--- src/rtl/input_conditioner.sv ---
// Synchronizes and debounces three slide switches into X/Y/Z, with an optional
// {Z,Y,X} sweep mode built only when INPUT_CONDITIONER_SWEEP_EN is defined.
//
// state      | meaning
// DB_IDLE    | synchronized switch matches its stable value, counter at 0
// DB_COUNT   | switch differs from stable value, counting consecutive clocks
// MODE_SW    | outputs follow the debounced switches
// MODE_SWEEP | outputs follow the free-running 3-bit sweep code
module input_conditioner #(
    parameter int DEBOUNCE_CYCLES = 250000,
    parameter int STEP_CYCLES     = 50000000
) (
    input  logic       clk,
    input  logic       rst_n,
    input  logic [2:0] sw,
    input  logic       sweep_en,
    output logic       X,
    output logic       Y,
    output logic       Z,
    output logic       change_p
);
    localparam int CW = $clog2(DEBOUNCE_CYCLES + 1);

    typedef enum logic {DB_IDLE, DB_COUNT} db_state_t;

    logic [2:0]    sw_sync1_q;
    logic [2:0]    sw_sync2_q;
    db_state_t     db_state_q [3];
    db_state_t     db_state_d [3];
    logic [CW-1:0] db_cnt_q [3];
    logic [CW-1:0] db_cnt_d [3];
    logic [2:0]    stable_q, stable_d;
    logic [2:0]    out_q, out_d;
    logic          change_q, change_d;
    logic [2:0]    sel;

    always_comb begin
        for (int i = 0; i < 3; i++) begin
            db_state_d[i] = db_state_q[i];
            db_cnt_d[i]   = db_cnt_q[i];
            stable_d[i]   = stable_q[i];
            case (db_state_q[i])
                DB_IDLE: begin
                    if (sw_sync2_q[i] != stable_q[i]) begin
                        // A one-cycle debounce accepts the change on the first differing edge.
                        if (CW'(1) == CW'(DEBOUNCE_CYCLES)) begin
                            stable_d[i] = sw_sync2_q[i];
                        end else begin
                            db_state_d[i] = DB_COUNT;
                            db_cnt_d[i]   = CW'(1);
                        end
                    end
                end
                DB_COUNT: begin
                    if (sw_sync2_q[i] == stable_q[i]) begin
                        db_state_d[i] = DB_IDLE;
                        db_cnt_d[i]   = '0;
                    end else if (db_cnt_q[i] + CW'(1) == CW'(DEBOUNCE_CYCLES)) begin
                        stable_d[i]   = sw_sync2_q[i];
                        db_state_d[i] = DB_IDLE;
                        db_cnt_d[i]   = '0;
                    end else begin
                        db_cnt_d[i] = db_cnt_q[i] + CW'(1);
                    end
                end
                default: begin
                    db_state_d[i] = DB_IDLE;
                    db_cnt_d[i]   = '0;
                end
            endcase
        end
    end

`ifdef INPUT_CONDITIONER_SWEEP_EN
    localparam int PW = (STEP_CYCLES > 1) ? $clog2(STEP_CYCLES) : 1;

    typedef enum logic {MODE_SW, MODE_SWEEP} mode_t;

    // mode_q doubles as the second synchronizer stage of sweep_en, so the
    // mode flips on the same edge a two-flop synchronizer would deliver it.
    logic          sweep_sync1_q;
    mode_t         mode_q, mode_d;
    logic [PW-1:0] presc_q, presc_d;
    logic [2:0]    code_q, code_d;

    always_comb begin
        mode_d  = mode_q;
        presc_d = presc_q;
        code_d  = code_q;
        case (mode_q)
            MODE_SW: begin
                if (sweep_sync1_q) begin
                    mode_d  = MODE_SWEEP;
                    presc_d = '0;
                    code_d  = '0;
                end
            end
            MODE_SWEEP: begin
                if (!sweep_sync1_q) begin
                    mode_d = MODE_SW;
                end else if (presc_q == PW'(STEP_CYCLES - 1)) begin
                    presc_d = '0;
                    code_d  = code_q + 3'd1;
                end else begin
                    presc_d = presc_q + PW'(1);
                end
            end
            default: mode_d = MODE_SW;
        endcase
    end

    always_ff @(posedge clk or negedge rst_n) begin
        if (!rst_n) begin
            sweep_sync1_q <= 1'b0;
            mode_q        <= MODE_SW;
            presc_q       <= '0;
            code_q        <= '0;
        end else begin
            sweep_sync1_q <= sweep_en;
            mode_q        <= mode_d;
            presc_q       <= presc_d;
            code_q        <= code_d;
        end
    end

    assign sel = (mode_d == MODE_SWEEP) ? code_d : stable_d;
`else
    logic unused_sweep_en;
    assign unused_sweep_en = sweep_en;
    assign sel             = stable_d;
`endif

    always_comb begin
        out_d    = sel;
        change_d = (sel != out_q);
    end

    always_ff @(posedge clk or negedge rst_n) begin
        if (!rst_n) begin
            sw_sync1_q <= '0;
            sw_sync2_q <= '0;
            stable_q   <= '0;
            out_q      <= '0;
            change_q   <= 1'b0;
            for (int i = 0; i < 3; i++) begin
                db_state_q[i] <= DB_IDLE;
                db_cnt_q[i]   <= '0;
            end
        end else begin
            sw_sync1_q <= sw;
            sw_sync2_q <= sw_sync1_q;
            stable_q   <= stable_d;
            out_q      <= out_d;
            change_q   <= change_d;
            for (int i = 0; i < 3; i++) begin
                db_state_q[i] <= db_state_d[i];
                db_cnt_q[i]   <= db_cnt_d[i];
            end
        end
    end

    assign X        = out_q[0];
    assign Y        = out_q[1];
    assign Z        = out_q[2];
    assign change_p = change_q;

endmodule

--- config.mk ---
export PLATFORM = sky130hd
export DESIGN_NAME = input_conditioner
export DESIGN_NICKNAME = d
export VERILOG_FILES = /design/src/rtl/input_conditioner.sv
export SDC_FILE = /design/constraint.sdc
export NUM_CORES = 1
export LEC_CHECK = 0
export BUFFER_PORTS_ARGS = -buffer_cell sky130_fd_sc_hd__buf_2
export CORE_MARGIN = 4
export CORE_UTILIZATION = 60
export CTS_CLUSTER_SIZE = 40
export DETAILED_ROUTE_END_ITERATION = 12
export GPL_TIMING_DRIVEN = 0
export PLACE_DENSITY = 0.75
export SYNTH_ARGS = -nofsm -noshare
export SYNTH_HDL_FRONTEND = slang
export SYNTH_SLANG_ARGS = --single-unit
--- constraint.sdc ---
create_clock -name clk -period 4.2 [get_ports clk]
set_input_delay 0.21 -clock clk [delete_from_list [all_inputs] [get_ports clk]]
set_output_delay 0.21 -clock clk [all_outputs]
set_load 0.02 [all_outputs]
==> results.toml <==
[power_and_ir_drop]
total_power_mw = 1.34
p_leak_nw = 1.81
peakVddDrop_mv = 0.262
power.density_nw_per_um2 = 301

[die]
pin_count = 10
die_w_um = 90.4
die_h_um = 90.4
die_area_um2 = 8160
fp.coreArea_um2 = 6460
start_util_pct = 63.0
rows = 29

[critical_path]
r2r_slack_ns = 1.24
rr_worst_depth = 8
setup.worst_path.class = "reg2reg"
end_kind = "register"
worst_setup_path_start_kind = "register"
arrival_ns = 3.19
worstReg2RegEnd = "out_q[2]"
cp_data_required_time_ns = 4.43
rr_startpoint = "db_cnt_q[0]"
crit_fanout = 7

[status]
outcome = "finished, final reports clean"

[synth]
ys.flop_type = "dfrtp_1"
synthTopCellsByCount = "nand2_1, dfrtp_1, nand3_1"
syn-cell-area_um2 = 4070
yosysMostFrequentCell = "nand2_1"
yosysTopAreaCell = "dfrtp_1"
netlist.area_leader.share_pct = 41.2
ys_ff_latch = 67
yosysUniqueCellTypes = 60
synth_edf_count = 0
ys_seq_area_share_pct = 41.2
synth_area_leaders = "dfrtp_1, nand2_1, nand3_1"
syn_avg_cell_area_um2 = 8.37
synth_cells = 486
yosys_warnings = 0
async_reset_ff_share_pct = 100
synth_nets = 495

[route]
drt-total-wl_mm = 9.19
drtPass1Iterations = 7
viasPerCell = 6.31
num_vias = 3730
ant_nets = 0
routedWlPerCell_um = 15.6
drt_iter0_markers = 236
drc_errors = 0

[place]
post-place-ws_ns = 1.38
placed_area_um2 = 4210
place.gp.congestion = 0.933
hpwl_mm = 6.19
port_buffers = 8

[timing]
fin_skew_ns = 0.0107
fin_hold_ws_ns = 0.353
worst_pin_slew_ns = 0.819
fin_setup_tns_ns = 0
fmax_mhz = 338
hold_viol_final = 0
setup_viol = 0
fin_crit_sh_pct = 70.4
drv_slew = 0
worst_slack_ns = 1.24
min_period_ns = 2.96
relSlewSlack_pct = 45.4
rsz0062_at_grt = "no"

[grt]
grt_max_degree = 68
grt_antenna_before_repair = 0
grt_pass1_vias = 3404
gr-total-overflow = 0
grt_pass1_wl_mm = 16.0
grtUsageTotal_pct = 23.8

[clock_tree]
cts_made_buffers = 9
cts_root_buf = "clkbuf_8"
cts_buffer_depth = 2
htree_levels = 3
clkLatencyLatePin_ns = 0.35
clock_sinks = 67
postCtsSetupBuffers = 0
cts_tree = "built"
clk_pin_slew_ns = 0.07

[layout]
nFillCells = 545
antenna_cells = 0
final_area_um2 = 4460
drive_gt1_share_pct = 9.53
syn_to_final_growth_pct = 9.65
nets = 518

[worst_hold_path]
min_to = "sw_sync2_q[0]"
hold_depth = 0
hp-start = "sw_sync1_q[0]"
holdCritPathClass = "reg2reg"

[run]
drv_cap = 0
==> stage by stage <==
step	util (%)	cells
after floorplan	-	486
after global placement	65.1	571
after detailed placement	65.2	571
after CTS	69.1	591
after global routing	69.1	591
final	69.1	591
==> critical path, cell delays in order, from the launching register on <==
cell     delay [ns]
dfrtp_1        0.46
ha_1           0.30
nand2_1        0.20
nor4_2         0.42
xor2_1         0.30
nand2_1        0.09
nor4_1         0.51
and2_1         0.23
mux2_2         0.33
==> report_power, final <==
part	switching [mW]	internal, mW	total [mW]
clock network	0.257	0.323	0.580
logic	0.0595	0.0284	0.0879
registers	0.0177	0.659	0.676
==> placed cells by master, fill, tap and decap left out, drive strengths merged, types with 4 or more instances in the layout <==
cell type / instances
a31oi: 7
clkbuf: 25
and2: 7
dfrtp: 67
nor3b: 4
nor4: 15
nor3: 14
nor2b: 7
dlygate4sd3: 4
xnor2: 4
and4: 4
nor2: 32
a21oi: 20
o21a: 6
nand4: 18
xor2: 7
or2: 4
and3: 4
nand3: 48
inv: 16
or3: 13
o21ai: 37
o311ai: 6
o31ai: 5
nand2: 76
buf: 19
==> kinds of logic after synthesis <==
kind of cell | synth area share [%]
xor+xnor | 2.37
mux | 1.57
fa+ha+maj | 0.922
buf+inv | 4.15
compound gates | 16.5
flops | 41.2
simple gates | 33.3
==> worst max path at each step <==
stage               cells past startpoint  slack (ns)         start            to
floorplan                               8        1.80  db_cnt_q[18]  db_cnt_q[19]
global placement                        8        1.37  db_cnt_q[18]      out_q[1]
detailed placement                      8        1.38   db_cnt_q[0]      out_q[2]
CTS                                     8        1.38   db_cnt_q[0]      out_q[2]
global route                            8        1.12   db_cnt_q[0]      out_q[2]
finish                                  8        1.24   db_cnt_q[0]      out_q[2]
==> what timing repair did <==
| action | CTS | global route |
|---|---|---|
| hold buffers | 4 | 0 |
| gates resized for setup | 0 | 0 |
| endpoints found under the hold margin | 59 | 0 |
==> metal layers <==
metal / vias up / part of all wire, % / GRT usage, % / routed length, µm
li1: 1828 / - / - / -
met1: 1735 / 46 / 34.2 / 4190
met2: 147 / 45 / 36.0 / 4180
met3: 20 / 7.0 / 3.58 / 639
met4: 0 / 2.0 / 10.1 / 187
met5: - / 0 / 0 / 0
==> state kept, by name, summed over array words and instances (netlist names) <==
| name | flops |
|---|---|
| change_p | 1 |
| db_cnt_q | 54 |
| db_state_q | 3 |
| out_q | 3 |
| sw_sync1_q | 3 |
| sw_sync2_q | 3 |
==> layout make-up <==
type	instances	area [µm²]	area share, %
buffer	23	109	2.44
sequential	67	1680	37.6
clock inverter	3	45.0	1.01
multi-input combinational	380	2220	49.8
inverter	16	60.1	1.35
tap	77	96.3	2.16
timing repair buffer	12	82.6	1.85
clock buffer	13	169	3.78
Note: power is estimated with default switching activity, not from simulation.
